## src/rtl/apb_rr_master_if.sv

```systemverilog
`default_nettype none
// ============================================================================
// Module   : apb_rr_master_if
// Function : APB completer-side bus bundle shared by apb_rr_master and its
//            completer (master/slave modports).
// Revision : 1.0 - initial release
// ============================================================================
interface apb_rr_master_if #(
    parameter int APB_MAX_ADDRESS_WIDTH = 16,
    parameter int APB_MAX_DATA_WIDTH    = 32
);
    logic                             psel;
    logic                             penable;
    logic                             pwrite;
    logic [APB_MAX_ADDRESS_WIDTH-1:0] paddr;
    logic [APB_MAX_DATA_WIDTH-1:0]    pwdata;
    logic                             pready;
    logic                             pslverr;
    logic [APB_MAX_DATA_WIDTH-1:0]    prdata;

    modport master (
        output psel, penable, pwrite, paddr, pwdata,
        input  pready, pslverr, prdata
    );

    modport slave (
        input  psel, penable, pwrite, paddr, pwdata,
        output pready, pslverr, prdata
    );
endinterface
`default_nettype wire

```

## src/rtl/apb_rr_master.sv

```systemverilog
`default_nettype none
// ============================================================================
// Module   : apb_rr_master
// Function : Round-robin arbiter sharing one APB master port among NUM_REQ
//            requesters. Optional ACCESS timeout: APB_MASTER_TIMEOUT_EN.
// Revision : 1.0 - initial release
// ============================================================================
module apb_rr_master #(
    parameter int NUM_REQ               = 4,
    parameter int APB_MAX_ADDRESS_WIDTH = 16,
    parameter int APB_MAX_DATA_WIDTH    = 32,
    parameter int TIMEOUT_CYCLES        = 16
) (
    input  wire logic                                      pclk,
    input  wire logic                                      presetn,
    input  wire logic [NUM_REQ-1:0]                        req,
    input  wire logic [NUM_REQ-1:0]                        req_write,
    input  wire logic [NUM_REQ*APB_MAX_ADDRESS_WIDTH-1:0]  req_addr,
    input  wire logic [NUM_REQ*APB_MAX_DATA_WIDTH-1:0]     req_wdata,
    output logic      [NUM_REQ-1:0]                        done,
    output logic      [APB_MAX_DATA_WIDTH-1:0]             rsp_rdata,
    output logic                                           rsp_slverr,
    output logic                                           timeout_err,
    apb_rr_master_if.master                                apb
);
    localparam int              c_AW   = APB_MAX_ADDRESS_WIDTH;
    localparam int              c_DW   = APB_MAX_DATA_WIDTH;
    localparam int              c_IW   = $clog2(NUM_REQ);
    localparam logic [c_IW:0]   c_N    = (c_IW+1)'(NUM_REQ);
    localparam logic [c_IW-1:0] c_LAST = c_IW'(NUM_REQ-1);

    typedef enum logic [1:0] {
        ST_IDLE   = 2'd0,
        ST_SETUP  = 2'd1,
        ST_ACCESS = 2'd2
    } state_t;

    state_t             state_q;
    logic [c_IW-1:0]    rr_ptr_q;
    logic [c_IW-1:0]    grant_q;
    logic [NUM_REQ-1:0] done_q;
    logic [c_DW-1:0]    rsp_rdata_q;
    logic               rsp_slverr_q;
    logic               psel_q;
    logic               penable_q;
    logic               pwrite_q;
    logic [c_AW-1:0]    paddr_q;
    logic [c_DW-1:0]    pwdata_q;

    logic [NUM_REQ-1:0] w_arb_req;
    logic [c_IW:0]      w_idx;
    logic               w_arb_found;
    logic [c_IW-1:0]    w_arb_win;
    logic [c_IW-1:0]    rr_ptr_d;
    logic               w_complete;
    logic               w_launch;
    logic               w_win_write;
    logic [c_AW-1:0]    w_win_addr;
    logic [c_DW-1:0]    w_win_wdata;

    generate
        if (NUM_REQ < 2 || NUM_REQ > 8 || TIMEOUT_CYCLES < 1) begin : g_param_check
            $error("apb_rr_master: parameter out of range");
        end
    endgenerate

    assign w_complete = (state_q == ST_ACCESS) && apb.pready;

    // The requester finishing at this edge sits out this arbitration round
    always_comb begin
        w_arb_req   = req;
        w_idx       = '0;
        w_arb_found = 1'b0;
        w_arb_win   = '0;
        if (w_complete) begin
            w_arb_req[grant_q] = 1'b0;
        end
        for (int k = 0; k < NUM_REQ; k++) begin
            w_idx = {1'b0, rr_ptr_q} + (c_IW+1)'(k);
            if (w_idx >= c_N) begin
                w_idx = w_idx - c_N;
            end
            if (!w_arb_found && w_arb_req[w_idx[c_IW-1:0]]) begin
                w_arb_found = 1'b1;
                w_arb_win   = w_idx[c_IW-1:0];
            end
        end
    end

    assign rr_ptr_d    = (w_arb_win == c_LAST) ? '0 : w_arb_win + c_IW'(1);
    assign w_launch    = w_arb_found && ((state_q == ST_IDLE) || w_complete);
    assign w_win_write = req_write[w_arb_win];
    assign w_win_addr  = req_addr[w_arb_win*c_AW +: c_AW];
    assign w_win_wdata = w_win_write ? req_wdata[w_arb_win*c_DW +: c_DW] : '0;

`ifdef APB_MASTER_TIMEOUT_EN
    localparam int              c_CW      = $clog2(TIMEOUT_CYCLES + 1);
    localparam logic [c_CW-1:0] c_TO_LAST = c_CW'(TIMEOUT_CYCLES - 1);
    logic [c_CW-1:0] wait_cnt_q;
    logic            timeout_err_q;
    assign timeout_err = timeout_err_q;
`else
    assign timeout_err = 1'b0;
`endif

    always_ff @(posedge pclk or negedge presetn) begin
        if (!presetn) begin
            state_q       <= ST_IDLE;
            rr_ptr_q      <= '0;
            grant_q       <= '0;
            done_q        <= '0;
            rsp_rdata_q   <= '0;
            rsp_slverr_q  <= 1'b0;
            psel_q        <= 1'b0;
            penable_q     <= 1'b0;
            pwrite_q      <= 1'b0;
            paddr_q       <= '0;
            pwdata_q      <= '0;
`ifdef APB_MASTER_TIMEOUT_EN
            wait_cnt_q    <= '0;
            timeout_err_q <= 1'b0;
`endif
        end else begin
            done_q <= '0;
`ifdef APB_MASTER_TIMEOUT_EN
            timeout_err_q <= 1'b0;
`endif
            case (state_q)
                ST_IDLE: ;
                ST_SETUP: begin
                    state_q   <= ST_ACCESS;
                    penable_q <= 1'b1;
`ifdef APB_MASTER_TIMEOUT_EN
                    wait_cnt_q <= '0;
`endif
                end
                ST_ACCESS: begin
                    if (apb.pready) begin
                        done_q[grant_q] <= 1'b1;
                        rsp_rdata_q     <= pwrite_q ? '0 : apb.prdata;
                        rsp_slverr_q    <= apb.pslverr;
                        penable_q       <= 1'b0;
                        psel_q          <= 1'b0;
                        state_q         <= ST_IDLE;
                    end
`ifdef APB_MASTER_TIMEOUT_EN
                    else if (wait_cnt_q == c_TO_LAST) begin
                        done_q[grant_q] <= 1'b1;
                        rsp_rdata_q     <= '0;
                        rsp_slverr_q    <= 1'b1;
                        timeout_err_q   <= 1'b1;
                        penable_q       <= 1'b0;
                        psel_q          <= 1'b0;
                        state_q         <= ST_IDLE;
                    end else begin
                        wait_cnt_q <= wait_cnt_q + c_CW'(1);
                    end
`endif
                end
                default: state_q <= ST_IDLE;
            endcase
            // A new grant overrides the return to IDLE, keeping psel high back-to-back
            if (w_launch) begin
                state_q   <= ST_SETUP;
                psel_q    <= 1'b1;
                penable_q <= 1'b0;
                grant_q   <= w_arb_win;
                rr_ptr_q  <= rr_ptr_d;
                pwrite_q  <= w_win_write;
                paddr_q   <= w_win_addr;
                pwdata_q  <= w_win_wdata;
            end
        end
    end

    assign done        = done_q;
    assign rsp_rdata   = rsp_rdata_q;
    assign rsp_slverr  = rsp_slverr_q;
    assign apb.psel    = psel_q;
    assign apb.penable = penable_q;
    assign apb.pwrite  = pwrite_q;
    assign apb.paddr   = paddr_q;
    assign apb.pwdata  = pwdata_q;
endmodule
`default_nettype wire

```

## src/flat_wrapper.sv

```systemverilog
// flat-port wrapper written by rule: the top's interface ports become plain ports
module apb_rr_master_flat 
#(
    parameter int NUM_REQ               = 4,
    parameter int APB_MAX_ADDRESS_WIDTH = 16,
    parameter int APB_MAX_DATA_WIDTH    = 32,
    parameter int TIMEOUT_CYCLES        = 16
)
  (pclk, presetn, req, req_write, req_addr, req_wdata, done, rsp_rdata, rsp_slverr, timeout_err, apb_psel, apb_penable, apb_pwrite, apb_paddr, apb_pwdata, apb_pready, apb_pslverr, apb_prdata);
  apb_rr_master_if #(.APB_MAX_ADDRESS_WIDTH(APB_MAX_ADDRESS_WIDTH), .APB_MAX_DATA_WIDTH(APB_MAX_DATA_WIDTH)) apb_i ();
  input  wire logic pclk;
  input  wire logic presetn;
  input  wire logic [NUM_REQ-1:0] req;
  input  wire logic [NUM_REQ-1:0] req_write;
  input  wire logic [NUM_REQ*APB_MAX_ADDRESS_WIDTH-1:0] req_addr;
  input  wire logic [NUM_REQ*APB_MAX_DATA_WIDTH-1:0] req_wdata;
  output logic      [NUM_REQ-1:0] done;
  output logic      [APB_MAX_DATA_WIDTH-1:0] rsp_rdata;
  output logic rsp_slverr;
  output logic timeout_err;
  output wire logic [$bits(apb_i.psel)-1:0] apb_psel;
  output wire logic [$bits(apb_i.penable)-1:0] apb_penable;
  output wire logic [$bits(apb_i.pwrite)-1:0] apb_pwrite;
  output wire logic [$bits(apb_i.paddr)-1:0] apb_paddr;
  output wire logic [$bits(apb_i.pwdata)-1:0] apb_pwdata;
  input wire logic [$bits(apb_i.pready)-1:0] apb_pready;
  input wire logic [$bits(apb_i.pslverr)-1:0] apb_pslverr;
  input wire logic [$bits(apb_i.prdata)-1:0] apb_prdata;
  assign apb_psel = apb_i.psel;
  assign apb_penable = apb_i.penable;
  assign apb_pwrite = apb_i.pwrite;
  assign apb_paddr = apb_i.paddr;
  assign apb_pwdata = apb_i.pwdata;
  assign apb_i.pready = apb_pready;
  assign apb_i.pslverr = apb_pslverr;
  assign apb_i.prdata = apb_prdata;
  apb_rr_master #(.NUM_REQ(NUM_REQ), .APB_MAX_ADDRESS_WIDTH(APB_MAX_ADDRESS_WIDTH), .APB_MAX_DATA_WIDTH(APB_MAX_DATA_WIDTH), .TIMEOUT_CYCLES(TIMEOUT_CYCLES)) u_core (.pclk(pclk), .presetn(presetn), .req(req), .req_write(req_write), .req_addr(req_addr), .req_wdata(req_wdata), .done(done), .rsp_rdata(rsp_rdata), .rsp_slverr(rsp_slverr), .timeout_err(timeout_err), .apb(apb_i));
endmodule
```

## config.mk

```make
export PLATFORM = sky130hd
export DESIGN_NAME = apb_rr_master_flat
export DESIGN_NICKNAME = d
export VERILOG_FILES = /design/src/rtl/apb_rr_master_if.sv /design/src/rtl/apb_rr_master.sv /design/src/flat_wrapper.sv
export SDC_FILE = /design/constraint.sdc
export NUM_CORES = 1
export LEC_CHECK = 0
export CAP_MARGIN = 20
export CORE_AREA = 8 8 112 140
export CTS_CLUSTER_SIZE = 12
export DETAILED_ROUTE_END_ITERATION = 10
export DIE_AREA = 0 0 120 148
export GPL_TIMING_DRIVEN = 0
export PLACE_DENSITY = 0.89
export SLEW_MARGIN = 30
export SYNTH_ARGS = -nofsm -noshare
export SYNTH_HDL_FRONTEND = slang
export SYNTH_SLANG_ARGS = --single-unit
export TNS_END_PERCENT = 50
```

## constraint.sdc

```tcl
create_clock -name pclk -period 7 [get_ports pclk]
set_clock_uncertainty 0.05 [all_clocks]
set_input_delay 0.7 -clock pclk [delete_from_list [all_inputs] [get_ports pclk]]
set_output_delay 0.7 -clock pclk [all_outputs]
set_load 0.03 [all_outputs]
```

## After elaboration in Yosys (flattened, before gate mapping)

Cells that the tools add are included.

| operators by class | value |
|---|---|
| add/sub/neg operators | 8 |
| $mul | 0 |
| divide/modulo/power cells | 0 |
| magnitude comparators | 11 |
| eq/ne operators | 5 |
| shifts and indexed selects | 2 |
| muxes and demuxes | 38 |
| bitwise logic cells | 2 |
| reductions and logical operators | 18 |

Operators with widths:

| operator | number |
|---|---|
| $shiftx 128x8->32 | 1 |
| $mux 32 | 2 |
| $shiftx 64x7->16 | 1 |
| $mux 2 | 11 |
| $lt 2x3->1 const B | 6 |
| $mux 1 | 14 |
| $mux 4 | 3 |
| $bmux 1 s2 | 5 |
| $ge 3x3->1 const B | 3 |
| $reduce_and 2->1 | 4 |
| $sub 2x1->2 const B | 4 |
| $add 2x2->3 const B | 2 |
| $logic_and 1x1->1 | 6 |
| $pmux 2 s3 | 1 |
| $and 4x4->4 | 1 |
| $eq 2x2->1 const B | 2 |
| $not 4->4 | 1 |
| $reduce_bool 2->1 | 2 |
| $add 2x1->3 const B | 1 |
| $ge 2x3->1 const B | 1 |
| $logic_not 1->1 | 3 |
| $ne 3x2->1 const B | 1 |
| $reduce_bool 3->1 | 1 |
| $add 2x1->2 const B | 1 |
| 7 further kinds | 7 |

| storage, ports and cells | value |
|---|---|
| register bits after elaboration | 94 |
| bits in latches | 0 |
| bits in writable memories | 0 |
| ROM bits | 0 |
| input port bits | 236 |
| output and inout bits | 89 |
| word-level logic and storage cells | 95 |
| memories | 0 |

## Longest topological paths before layout

Gate-level depths: netlist (run 1).

| depth | value |
|---|---|
| depth in word-level cells | 22 |
| gate-level depth with buffers | 10 |
| mapped depth without buffers | 8 |

## Worst setup path after synthesis (run 1)

OpenSTA, ideal clock, no wires.

| path | value |
|---|---|
| path kind | input port to flip-flop |
| from | input apb_pready |
| to | register u_core.pwdata_q[18], in the netlist u_core.apb.pwdata[18] |
| library setup time | 0.133 ns |
| arrival time | 2.637 ns |
| data required time | 6.817 ns |
| path slack | 4.180 ns |
| cell stages on the path | 8 |
| path buffers | 3 |
| cells stage by stage | buf_2 > and4bb_4 > o32ai_1 > a311oi_4 > buf_4 > clkbuf_1 > mux2i_1 > o221ai_2 |

| on the way | value |
|---|---|
| cells in the longest elaborated chain, start to end | 17 |
| elaborated cells on any way between the ends | 30 |
| those cells by class | shift: 1; mux: 20; reduce/logical: 9 |

Ends and longest elaborated chain:

| element | RTL line | source |
|---|---|---|
| start: declaration | flat_wrapper.sv:26 | `input wire logic [$bits(apb_i.pready)-1:0] apb_pready;` |
| $logic_and 1x1->1 * | apb_rr_master.sv:67 | `assign w_complete = (state_q == ST_ACCESS) && apb.pready;` |
| branches (longest 16 deep; another with $mux 4) | - |  |
| end signal: assignment | apb_rr_master.sv:171 | `pwdata_q <= w_win_wdata;` |
| end: declaration | apb_rr_master.sv:48 | `logic [c_DW-1:0] pwdata_q;` |

Every way passes the cells marked *. The select of a mux whose other input is x is not followed.
A chain may end at the register's enable or synchronous reset.

## Worst setup path in the final report (run 1)

| path | value |
|---|---|
| from | register u_core.state_q[0] |
| to | register u_core.pwdata_q[25], in the netlist u_core.apb.pwdata[25] |

| on the way | value |
|---|---|
| cells in the longest elaborated chain, start to end | 18 |
| elaborated cells on any way between the ends | 32 |
| those cells by class | eq/ne: 1; shift: 1; mux: 20; reduce/logical: 10 |

Ends and longest elaborated chain:

| element | RTL line | source |
|---|---|---|
| start: declaration | apb_rr_master.sv:38 | `state_t state_q;` |
| start signal: assignment | apb_rr_master.sv:108 | `state_q <= ST_IDLE;` |
| start signal: assignment | apb_rr_master.sv:131 | `state_q <= ST_ACCESS;` |
| start signal: assignment | apb_rr_master.sv:144 | `state_q <= ST_IDLE;` |
| branches (longest 18 deep; another with $mux 4) | - |  |

Several ways; the timed one is not identified. The select of a mux whose other input is x is not followed.

==> reports/qor.yml, run 1 <==
die:
  start_util_pct: 39.9
  dieArea_mm2: 0.0178
  rows: 48
  die_h_um: 148
  fp.dieW_um: 120
  core_area_mm2: 0.0135
  io_pins: 325
synth:
  ys_seq_area_share_pct: 43.6
  synth-edff-count: 0
  async_reset_ff_share_pct: 100
  synthCells: 565
  synth_top_area_share_pct: 43.6
  synth_nets: 804
  synth_ff_type: "dfrtp_1"
  synth_area_per_cell_um2: 9.54
  synth_largest_area_cell: "dfrtp_1"
  yosysWarningCount: 0
  synth_area_leaders: "dfrtp_1 44%, mux2i_1 12%, nand2_1 8.8%, o221ai_2 8.4%, nand2b_1 4.3%"
  synth_area_mm2: 0.00539
  synth-seq-cells: 94
  synthDistinctLibCells: 40
drt:
  routedWlPerCell_um: 19.9
  first_pass_iters: 4
  drt_iter0_markers: 279
  drt_wl_total_um: 21400
  drcViolationCount: 0
  via_per_inst: 5.26
  via_count: 5664
  drtAntennaViolNets: 0
place:
  gp_congestion: 0.886
  detailed_place_hpwl_um: 17500
  postPlaceCellArea_mm2: 0.00884
  io_buffers: 320
flow_run:
  max-cap-violations: 0
timing:
  tightest_slew_ns: 0.893
  min_period_over_period_pct: 48.9
  slew_headroom_pct: 40.4
  tns_ns: 0
  fin_crit_ns: 3.42
  slew_violations: 0
  rsz0062_at_grt: "false"
  finalSetupViolCount: 0
  fmax_ghz: 0.292
  finalHoldViolations: 0
layout:
  layout_common_cells: "319 x clkdlybuf4s50_1, 126 x nand2_1, 94 x dfrtp_1"
  multi_input_area_mm2: 0.00278
  drive_gt1_share_pct: 7.33
  mostFrequentLayoutCell: "clkdlybuf4s50_1"
  layout.nets: 1136
  regArea_mm2: 0.00235
  area_growth_pct: 69.9
  fillers: 1082
  antennaDiodeCount: 0
  design_area_mm2: 0.00916
setup_path:
  crit_arrival_ns: 3.59
  worst-setup-path-type: "register to register"
  crit_path_end_kind: "register"
  start_kind: "register"
  regToRegSetupSlack_ns: 3.58
  cp.required_ns: 7.16
  crit_fanout: 10
clock_network:
  cts-root-buf: "clkbuf_16"
  clk_pin_slew_worst_paths_ns: 0.07
  cts_setup_buffers: 0
  cts_resized: 0
  clk_path_buf_depth: 2
  tritoncts: "built"
  clk_latency_ns: 0.34
  htree_levels: 3
  cts-hold-fix-buffers: 0
  cts_buffers: 9
  clock-sinks: 94
grt:
  overflow: 0
  grt_pass1_wl_um: 32500
  grt_pass1_vias: 6027
  antenna_found_initial: 2
  grt_max_degree: 62
  grt.total_usage_pct: 23.3
power:
  clock_power_share_pct: 15.2
  pwr-share-seq_pct: 25.6
  p_per_area_mw_per_mm2: 383
  combPwrFrac_pct: 59.2
  swShare_pct: 44.2
  internal-power_mw: 1.96
  total_leakage_power_nw: 3.84
  irDropWorstVdd_v: 0.000212
  p_switching_mw: 1.55
status:
  status: "complete, no violations"
worst_hold_path:
  min_path_type: "input port to asynchronous set/reset pin"
## kinds of logic (layout without fill, tap and decap cells)
kind of cell / Yosys count / after routing / synth area share (%)
fa+ha+maj: 3 / 3 / 0.696
simple gates: 209 / 209 / 17.1
buf+inv: 58 / 394 / 4.80
compound gates: 131 / 131 / 20.8
other cells: 1 / 1 / 0.0695
mux: 69 / 69 / 12.9
flops: 94 / 94 / 43.6
## routing by layer
metal	part of all wire (%)	vias to the layer above	global-route usage, %
met1	37	2674	25.2
met5	0.13	-	0
met4	2.7	4	9.27
met3	8.8	44	7.25
met2	51	266	41.1
li1	-	2676	-
## worst paths after layout
check,start,end,cells after the start
worst min register to register,u_core.apb.psel,u_core.apb.psel,2
min in group pclk,u_core.apb.psel,u_core.apb.psel,2
worst max register to register,u_core.state_q[0],u_core.apb.pwdata[25],9
worst min-delay path,presetn,u_core.rsp_rdata[25],1
max in group asynchronous,presetn,u_core.apb.paddr[8],2
worst max-delay path,u_core.state_q[0],u_core.apb.pwdata[25],9
## synthesized netlist by cell type, types with 2 or more instances
cell      count
o21ai_1       2
o21ai_0      35
clkbuf_1     36
nand4_1       2
buf_6         3
buf_2         9
o221ai_2     30
buf_4         2
dfrtp_1      94
inv_1         7
mux2i_1      67
mux2_2        2
a31oi_1      32
ha_1          3
nor2_1       34
a21oi_1       3
o221ai_1     19
a22o_1        2
nand2_1     126
nand2b_1     37
## power by group through the flow
stage	Combinational [mW]	Sequential, mW	Clock, mW
5_1_grt	2.23	0.919	0.557
4_1_cts	2.10	0.897	0.540
6_report	2.08	0.898	0.531
2_1_floorplan	0.865	1.28	0
3_5_place_dp	2.09	0.903	0
3_3_place_gp	2.06	0.896	0
## final cells by class
| cell class | count | share of cell area [%] |
|---|---|---|
| flip-flops and latches | 94 | 25.7 |
| clock inverters | 6 | 1.01 |
| plain buffers | 51 | 2.54 |
| well taps | 175 | 2.39 |
| repair buffers | 321 | 35.3 |
| inverters | 7 | 0.287 |
| multi-input cells | 413 | 30.4 |
| clock buffers | 9 | 2.46 |
## flip-flops by register name (all words and copies together), names as in the netlist
signal / flops
u_core.apb.paddr: 16
u_core.apb.penable: 1
u_core.apb.psel: 1
u_core.apb.pwdata: 32
u_core.apb.pwrite: 1
u_core.done: 4
u_core.grant_q: 2
u_core.rr_ptr_q: 2
u_core.rsp_rdata: 32
u_core.rsp_slverr: 1
u_core.state_q: 2
## critical path, cell delays in order (launching register included)
cell and delay, ns:
dfrtp_1 0.39, inv_1 0.09, ha_1 0.29, and4bb_4 0.31, o22ai_2 0.10, a311oi_4 0.55, buf_4 0.29, clkbuf_1 0.69
mux2i_1 0.38, o221ai_2 0.13
## stage by stage
step / hold WS (ns) / setup slack [ns] / cells / utilization (%) / total power, mW
after floorplan: 0.354 / 4.18 / 565 / - / 2.15
after global placement: 0.409 / 1.62 / 1060 / 65.2 / 2.95
after detailed placement: 0.415 / 3.34 / 1061 / 65.4 / 3.00
after CTS: 0.196 / 3.56 / 1076 / 67.8 / 3.54
after global routing: 0.212 / 3.33 / 1076 / 67.8 / 3.71
final: 0.189 / 3.58 / 1076 / 67.8 / 3.51
Power figures use the tool's default switching activity.
==> inputs of run 2 (changes only) <==
--- a/config.mk
+++ b/config.mk
@@ -6,12 +6,12 @@
 export NUM_CORES = 1
 export LEC_CHECK = 0
 export CAP_MARGIN = 20
-export CORE_AREA = 8 8 112 140
+export CORE_AREA = 8 8 116 145
 export CTS_CLUSTER_SIZE = 12
 export DETAILED_ROUTE_END_ITERATION = 10
-export DIE_AREA = 0 0 120 148
+export DIE_AREA = 0 0 124 153
 export GPL_TIMING_DRIVEN = 0
-export PLACE_DENSITY = 0.89
+export PLACE_DENSITY = 0.83
 export SLEW_MARGIN = 30
 export SYNTH_ARGS = -nofsm -noshare
 export SYNTH_HDL_FRONTEND = slang
==> constraint.sdc (replaced) <==
create_clock -name pclk -period 3.5 [get_ports pclk]
set_clock_uncertainty 0.05 [all_clocks]
set_input_delay 0.35 -clock pclk [delete_from_list [all_inputs] [get_ports pclk]]
set_output_delay 0.35 -clock pclk [all_outputs]
set_load 0.03 [all_outputs]
==> run 2 against run 1 <==
  * Non-clock buffer count is the same
  * Worst setup slack lost 3.3 ns
  * Cell area is essentially flat
  * Final cell count grew 0.74%
  * Maximum frequency grew 6.3%
  * Wire length grew 1.9%
  * Worst hold slack gained 0.17 ns
  * Flip-flop and latch count is the same
  * First-iteration DRC count grew 33%
  * Sequential share of layout area is essentially flat
==> reports/qor.yml, run 2 (same netlist as run 1, synthesis figures left out) <==
power:
  swShare_pct: 44.8
  p_per_area_mw_per_mm2: 763
  finalPower_mw: 6.99
  pwr-share-seq_pct: 25.7
  total_leakage_power_nw: 3.85
  irDropWorstVdd_v: 0.000484
  clock_power_share_pct: 14.9
  p_switching_mw: 3.13
  internal-power_mw: 3.86
  combPwrFrac_pct: 59.4
drt:
  drcViolationCount: 0
  via_per_inst: 5.21
  first_pass_iters: 4
  via_count: 5645
  drt_iter0_markers: 372
  drt_wl_total_um: 21800
  routedWlPerCell_um: 20.1
  drtAntennaViolNets: 0
layout:
  drive_gt1_share_pct: 7.76
  instances_no_fill: 1084
  design_area_mm2: 0.00917
  utilization_pct: 62.6
  layout_common_cells: "319 x clkdlybuf4s50_1, 126 x nand2_1, 94 x dfrtp_1"
  layout.nets: 1136
  antennaDiodeCount: 0
  mostFrequentLayoutCell: "clkdlybuf4s50_1"
  area_growth_pct: 70.0
  fillers: 1272
setup_path:
  reg2reg_to: "u_core.apb.pwdata[24]"
  crit_path_end_kind: "register"
  crit_start: "u_core.state_q[0]"
  reg2reg_from: "u_core.state_q[0]"
  crit_fanout: 19
  crit_arrival_ns: 3.42
  worstRegToRegCells: 9
  regToRegSetupSlack_ns: 0.28
  cp.required_ns: 3.70
  worst-setup-path-type: "register to register"
  start_kind: "register"
  crit_end: "u_core.apb.pwdata[24]"
timing:
  finalHoldViolations: 0
  rsz0062_at_grt: "false"
  slew_headroom_pct: 48.1
  min_period_over_period_pct: 92.0
  finalSetupViolCount: 0
  fin_crit_ns: 3.22
  tightest_slew_ns: 0.779
  slew_violations: 0
  fmax_ghz: 0.311
clock_network:
  clk_latency_ns: 0.34
  cts_buffers: 9
  clk_path_buf_depth: 2
  tritoncts: "built"
  cts-root-buf: "clkbuf_16"
  clk_pin_slew_worst_paths_ns: 0.08
  clock-sinks: 94
  cts_setup_buffers: 0
  htree_levels: 3
grt:
  grt_pass1_vias: 6153
  grt.total_usage_pct: 22.8
  overflow: 0
  grt_max_degree: 54
  antenna_found_initial: 2
  grt_pass1_wl_um: 33600
die:
  die_h_um: 153
  start_util_pct: 36.8
  dieArea_mm2: 0.0190
  io_pins: 325
  fp.dieW_um: 124
  rows: 50
  core_area_mm2: 0.0146
place:
  dp_cells: 1068
  io_buffers: 320
  gp_congestion: 0.886
  postPlaceCellArea_mm2: 0.00884
  detailed_place_hpwl_um: 17800
flow_run:
  max-cap-violations: 0
status:
  status: "complete, no violations"
worst_hold_path:
  min_path_type: "input port to register"
-- run 2: cell types whose count changed in the layout (fill, tap and decap cells not counted) --
cell	change
a22oi_1	-1
a22oi_2	+1
buf_12	+1
buf_16	-1
bufinv_16	-1
clkbuf_1	-3
clkbuf_2	+2
clkinv_4	+1
clkinvlp_4	-1
dlygate4sd3_1	+1
inv_8	+2
-- run 2: stage by stage --
step	hold slack [ns]	TNS, ns	worst slack [ns]
2_1_floorplan	0.00441	0	0.823
3_3_place_gp	0.410	-144.12	-1.54
3_5_place_dp	0.292	0	0.174
4_1_cts	0.339	0	0.129
5_1_grt	0.398	0	0.0468
6_report	0.356	0	0.280
-- run 2: critical path, stage by stage, from the launching register on --
cell	delay (ns)
dfrtp_1	0.39
inv_1	0.11
ha_1	0.30
and4b_1	0.31
o22ai_2	0.12
a311oi_4	0.55
buf_4	0.39
clkbuf_1	0.46
a31oi_1	0.22
o221ai_2	0.20
-- run 2: per-layer routing --
layer	share of wire (%)	up-vias	track usage, %	wire length (um)
met5	0.10	-	0	22
met4	2.8	4	7.90	621
met3	8.4	42	6.71	1830
met2	51	244	39.6	11100
met1	38	2671	25.7	8240
li1	-	2684	-	-
-- run 2: repair_timing --
item,in CTS,in global routing
gates resized for setup,0,5
setup endpoints to repair,0,38
endpoints found under the hold margin,52,0
hold buffers,1,0
-- run 2: how the worst min path moves through the flow --
| stage | start | endpoint | slack [ns] | depth (start not counted) |
|---|---|---|---|---|
| after global placement | u_core.apb.psel | u_core.apb.psel | 0.41 | 2 |
| after detailed placement | presetn | u_core.rsp_rdata[7] | 0.29 | 1 |
| after CTS | apb_pready | u_core.apb.penable | 0.34 | 4 |
| after floorplan | presetn | u_core.apb.paddr[0] | 0.004 | 0 |
| after global routing | apb_pready | u_core.done[3] | 0.40 | 3 |
| final | apb_pready | u_core.apb.penable | 0.36 | 4 |
-- run 2: final cells by class --
type,instances,area (um2),area share (%)
flip-flops and latches,94,2350,25.7
well taps,182,228,2.48
plain buffers,50,231,2.52
inverters,7,26.3,0.287
clock inverters,7,86.3,0.941
multi-input cells,413,2790,30.4
clock buffers,9,225,2.46
repair buffers,322,3230,35.3
-- run 2: power by group through the flow --
stage / Sequential, mW / Clock, mW / Combinational [mW]
floorplan: 2.57 / 0 / 1.73
global placement: 1.79 / 0 / 4.12
detailed placement: 1.81 / 0 / 4.19
CTS: 1.79 / 1.06 / 4.20
global route: 1.85 / 1.11 / 4.46
finish: 1.80 / 1.04 / 4.16
